**src/rtl/arbitro_rr2_8bits.sv**
```systemverilog
// Two-lane round-robin arbiter: each lane buffers bytes in its own FIFO and the
// grant FSM serialises them onto one output lane, alternating under contention.
module arbitro_rr2_8bits #(
    parameter int DEPTH  = 4,
    parameter int AF_LVL = 3
) (
    input  logic       clk_4f,
    input  logic       reset,
    input  logic       push_0,
    input  logic [7:0] data_in_0,
    input  logic       push_1,
    input  logic [7:0] data_in_1,
    input  logic       pause,
    output logic [7:0] data_out,
    output logic       valid_out,
    output logic       lane_out,
    output logic       full_0,
    output logic       full_1,
    output logic       almost_full_0,
    output logic       almost_full_1,
    output logic       empty_0,
    output logic       empty_1,
    output logic       err_0,
    output logic       err_1
);

    localparam int PW = (DEPTH > 1) ? $clog2(DEPTH) : 1;
    localparam int CW = PW + 1;
    localparam logic [CW-1:0] FULL_CNT = CW'(DEPTH);
    localparam logic [CW-1:0] AF_CNT   = CW'(AF_LVL);

    typedef enum logic [1:0] {IDLE, SERV0, SERV1} state_t;

    state_t state, state_next;
    logic   last_grant;

    logic [7:0]    mem_0 [DEPTH];
    logic [7:0]    mem_1 [DEPTH];
    logic [PW-1:0] wr_ptr_0, rd_ptr_0, wr_ptr_1, rd_ptr_1;
    logic [CW-1:0] count_0, count_1;
    logic          pop_0, pop_1, wr_0, wr_1;

    assign full_0        = (count_0 == FULL_CNT);
    assign full_1        = (count_1 == FULL_CNT);
    assign almost_full_0 = (count_0 >= AF_CNT);
    assign almost_full_1 = (count_1 >= AF_CNT);
    assign empty_0       = (count_0 == '0);
    assign empty_1       = (count_1 == '0);

    // A word is only visible through the registered count, so nothing falls through.
    always_comb begin
        pop_0      = 1'b0;
        pop_1      = 1'b0;
        state_next = IDLE;
        if (!pause) begin
            if (!empty_0 && !empty_1) begin
                if (last_grant) pop_0 = 1'b1;
                else            pop_1 = 1'b1;
            end else if (!empty_0) begin
                pop_0 = 1'b1;
            end else if (!empty_1) begin
                pop_1 = 1'b1;
            end
        end
        if (pop_0)      state_next = SERV0;
        else if (pop_1) state_next = SERV1;
    end

    // A push into a full FIFO still fits when the same edge frees the head slot.
    assign wr_0 = push_0 && (!full_0 || pop_0);
    assign wr_1 = push_1 && (!full_1 || pop_1);

    always_ff @(posedge clk_4f) begin
        if (wr_0) mem_0[wr_ptr_0] <= data_in_0;
        if (wr_1) mem_1[wr_ptr_1] <= data_in_1;
    end

    always_ff @(posedge clk_4f or posedge reset) begin
        if (reset) begin
            wr_ptr_0 <= '0;
            rd_ptr_0 <= '0;
            count_0  <= '0;
            err_0    <= 1'b0;
        end else begin
            if (wr_0) wr_ptr_0 <= wr_ptr_0 + PW'(1);
            if (pop_0) rd_ptr_0 <= rd_ptr_0 + PW'(1);
            case ({wr_0, pop_0})
                2'b10:   count_0 <= count_0 + CW'(1);
                2'b01:   count_0 <= count_0 - CW'(1);
                default: count_0 <= count_0;
            endcase
            if (push_0 && full_0 && !pop_0) err_0 <= 1'b1;
        end
    end

    always_ff @(posedge clk_4f or posedge reset) begin
        if (reset) begin
            wr_ptr_1 <= '0;
            rd_ptr_1 <= '0;
            count_1  <= '0;
            err_1    <= 1'b0;
        end else begin
            if (wr_1) wr_ptr_1 <= wr_ptr_1 + PW'(1);
            if (pop_1) rd_ptr_1 <= rd_ptr_1 + PW'(1);
            case ({wr_1, pop_1})
                2'b10:   count_1 <= count_1 + CW'(1);
                2'b01:   count_1 <= count_1 - CW'(1);
                default: count_1 <= count_1;
            endcase
            if (push_1 && full_1 && !pop_1) err_1 <= 1'b1;
        end
    end

    // last_grant starts at 1 so lane 0 wins the first contention after reset.
    always_ff @(posedge clk_4f or posedge reset) begin
        if (reset) begin
            state      <= IDLE;
            last_grant <= 1'b1;
            data_out   <= 8'h00;
            lane_out   <= 1'b0;
        end else begin
            state <= state_next;
            if (pop_0) begin
                data_out   <= mem_0[rd_ptr_0];
                lane_out   <= 1'b0;
                last_grant <= 1'b0;
            end else if (pop_1) begin
                data_out   <= mem_1[rd_ptr_1];
                lane_out   <= 1'b1;
                last_grant <= 1'b1;
            end
        end
    end

    assign valid_out = (state != IDLE);

endmodule

```
**config.mk**
```make
export PLATFORM = sky130hd
export DESIGN_NAME = arbitro_rr2_8bits
export DESIGN_NICKNAME = d
export VERILOG_FILES = /design/src/rtl/arbitro_rr2_8bits.sv
export SDC_FILE = /design/constraint.sdc
export NUM_CORES = 1
export LEC_CHECK = 0
export ABC_AREA = 0
export BUFFER_PORTS_ARGS = -buffer_cell sky130_fd_sc_hd__buf_2
export CORE_MARGIN = 2
export CORE_UTILIZATION = 23
export DETAILED_ROUTE_END_ITERATION = 8
export PLACE_DENSITY_LB_ADDON = 0.3
export SLEW_MARGIN = 25
export SYNTH_ARGS = -nofsm -noshare
export SYNTH_HDL_FRONTEND = slang
export SYNTH_SLANG_ARGS = --single-unit
```
**constraint.sdc**
```tcl
create_clock -name clk_4f -period 2.9 [get_ports clk_4f]
set_input_delay 0.435 -clock clk_4f [delete_from_list [all_inputs] [get_ports clk_4f]]
set_output_delay 0.435 -clock clk_4f [all_outputs]
set_load 0.005 [all_outputs]
```
==> metrics.cfg <==
[layout]
area_growth_syn_to_layout_pct = 17.82
nNetsFinal = 321
drive_above_1_share_pct = 29.83
stdcell_area_mm2 = 0.004641
diodes = 0
fin_cells = 515

[synthesis]
syn_inst = 252
synthFlopType = edfxtp_1
syn-num-nets = 283
synth.avg_cell_area_um2 = 15.63
synth_cell_types = 48
ys_seq_area_share_pct = 66.61
syn_area_mm2 = 0.003939
synth_edf_count = 64
ys_warn_count = 0
ys_ff_latch = 92
async_flop_share_pct = 30.43

[drt]
totalWireLength_um = 7713
vias = 2136
drc = 0
routedWlPerCell_um = 14.98
ant_nets = 0
via_per_inst = 4.148
drt_iter0_drc = 68
dr.pass1.iters = 4

[sta]
rsz0062_at_grt = no
tightestPinTransition_ns = 0.6582
final_max_slew_viol_count = 0
setup_tns_ns = 0
finalHoldViolCount = 0
setup_viol = 0
period_share_pct = 83.42
finalClockSkew_ns = 0.005306
max_freq_mhz = 413.4
min_period_ns = 2.419
max_slew_margin_pct = 56.12

[power]
intPower_mw = 3.157
vdd_drop_max_mv = 0.4025
combPwrFrac_pct = 31.1
p_sw_share_pct = 33.64
power_leakage_nw = 1.747
powerDensity_mw_per_mm2 = 1025
power.share.clock_pct = 23.5
p_seq_share_pct = 45.4
switching_power_mw = 1.601

[setup_path]
reg2reg_to = count_0[1]
crit_path_max_fanout = 7
reg2reg_depth = 8
path_class = reg2reg
r2r_setup_slack_ns = 0.48
cp_slowest_cell = or4_4
critPathCapture = count_0[1]
worst_r2r_startpoint = count_1[1]
arrival_ns = 2.70
crit_start = count_1[1]
path_delay_family = compound AO/OA/AOI/OAI gates
required_ns = 3.19
crit_chain = or4_4, a21oi_1, nand2_1, fa_1, inv_1, o21ai_0, a211oi_1, o22a_1
end_kind = flop
cp.depth = 8
slowest_delay_ns = 0.60
path_buf_inv = 1
critPathLaunchType = flop

[global_routing]
antenna_found_initial = 0
grt_pass1_vias = 2227
grtUsageTotal_pct = 9.086
grt_pass1_wl_um = 12250
gr-total-overflow = 0
grt_max_degree = 29

[die]
row_count = 47
die_w_um = 134.9
coreArea_mm2 = 0.01664
pin_count = 39
die_h_um = 134.9
die_area_mm2 = 0.01819
initial_core_util_pct = 23.67

[min_path]
hp-class = in2async

[outcome]
status = finished, final reports clean

[clock_network]
cts.path.max_buffers = 2
clk_latency_ns = 0.34
holdBufCountCts = 0
clock-sinks = 92
cts_tree = done
cts_root_buf = clkbuf_16
cts_resized = 0
htree_levels = 3
numCtsBuffers = 9
cts_setup_buffers = 0
cts.clk_slew.worst_paths_ns = 0.07

[place]
dp_hpwl_um = 5406
portBuffers = 38
dp_cells = 499
dpl-instance-area_mm2 = 0.004357
routabilityCongestion = 0.7419

[run]
maxCapViolCount = 0

## registers in the layout, summed over array words and instances, names as in the netlist, 2 cells and up
name / cells
count_1: 3
rd_ptr_1: 2
wr_ptr_0: 2
data_out: 8
count_0: 3
mem_0: 32
wr_ptr_1: 2
state: 2
mem_1: 32
rd_ptr_0: 2
## area by class of cell
cell class / count / area (um^2)
inverter: 14 / 52.55
clock buffer: 9 / 225.2
multi-input combinational: 132 / 1192
sequential: 92 / 2624
tap: 220 / 275.3
timing repair buffer: 41 / 212.7
fill: 1693 / 12000
clock inverter: 7 / 58.81
## synth_stat cells (2+ instances only)
library cell	instances	share of area, %
and2_2	4	0.76
buf_1	3	0.29
nand3_1	3	0.38
nor3_1	5	0.64
inv_1	14	1.3
and2_1	5	0.79
o211ai_1	3	0.57
xor2_1	3	0.67
ha_1	8	2.5
nand2b_1	4	0.64
clkbuf_1	6	0.57
mux4_2	16	9.1
nand2_1	26	2.5
buf_2	2	0.25
a211oi_1	2	0.38
o21ai_0	2	0.25
xnor2_1	6	1.3
a21o_1	2	0.38
a22oi_1	10	1.9
or2_2	2	0.32
a32o_1	2	0.51
nor2_1	6	0.57
fa_1	2	1.0
edfxtp_1	64	49
buf_4	2	0.38
dfrtp_1	27	17
nor2b_1	2	0.32
## power groups by stage
stage	Clock, mW	Combinational, mW	Sequential, mW
global placement	0	1.48	2.19
floorplan	0	1.27	1.95
global route	1.20	1.65	2.23
detailed placement	0	1.51	2.20
CTS	1.15	1.52	2.17
finish	1.12	1.48	2.16
## per-layer routing
layer  GRT usage (%)  vias up  part of all wire (%)
li1                -     1006                     -
met1           11.77     1076                    47
met2           14.55       44                    47
met3           2.778       10                   5.0
met4           2.982        0                   1.3
met5               0        -                     0
## how the worst min path moves through the flow
stage / startpoint / end / slack [ns] / cells after the start
6_report: reset / count_0[1] / 0.17 / 3
2_1_floorplan: last_grant / last_grant / 0.45 / 2
5_1_grt: reset / count_1[0] / 0.21 / 3
3_5_place_dp: data_out[3] / data_out[3] / 0.46 / 2
3_3_place_gp: data_out[0] / data_out[0] / 0.45 / 2
4_1_cts: reset / lane_out / 0.19 / 3
## tightest hold or removal path: stages
cell and delay [ns]:
buf_2 0.09, inv_1 0.04, buf_4 0.35
## kinds of logic after synthesis
logic type / synth area share, %
xor+xnor: 2.414
buf+inv: 3.113
compound gates: 6.735
flops: 66.61
simple gates: 7.751
fa+ha+maj: 3.558
mux: 9.816
## cell usage in the layout (no fill, tap or decap), drive strengths merged, types with 2 or more instances in the layout
cell type  netlist  final
nand3            3      3
nand2           26     26
nand2b           4      4
nor2             7      7
clkinvlp         0      2
xor2             4      4
fa               2      2
mux4            16     16
clkbuf           6      9
a21o             3      3
nor2b            2      2
nor3             5      5
ha               8      8
mux2             2      2
a22oi           10     10
inv             14     17
edfxtp          64     64
xnor2            6      6
a32o             2      2
and2            10     10
o211ai           3      3
clkinv           0      2
a21oi            2      2
dfrtp           27     27
buf              8     41
a211oi           2      2
o21ai            2      2
or2              2      2
## per-stage QoR
stage | hold slack [ns] | setup WS (ns) | util [%] | total power [mW]
after floorplan | 0.4469 | 0.4460 | - | 3.219
after global placement | 0.4477 | 0.5241 | 26.18 | 3.673
after detailed placement | 0.4583 | 0.4416 | 26.18 | 3.705
after CTS | 0.1889 | 0.4734 | 27.89 | 4.843
after global routing | 0.2087 | 0.3613 | 27.89 | 5.083
final | 0.1663 | 0.4808 | 27.89 | 4.757
(Power assumes the default switching activity.)
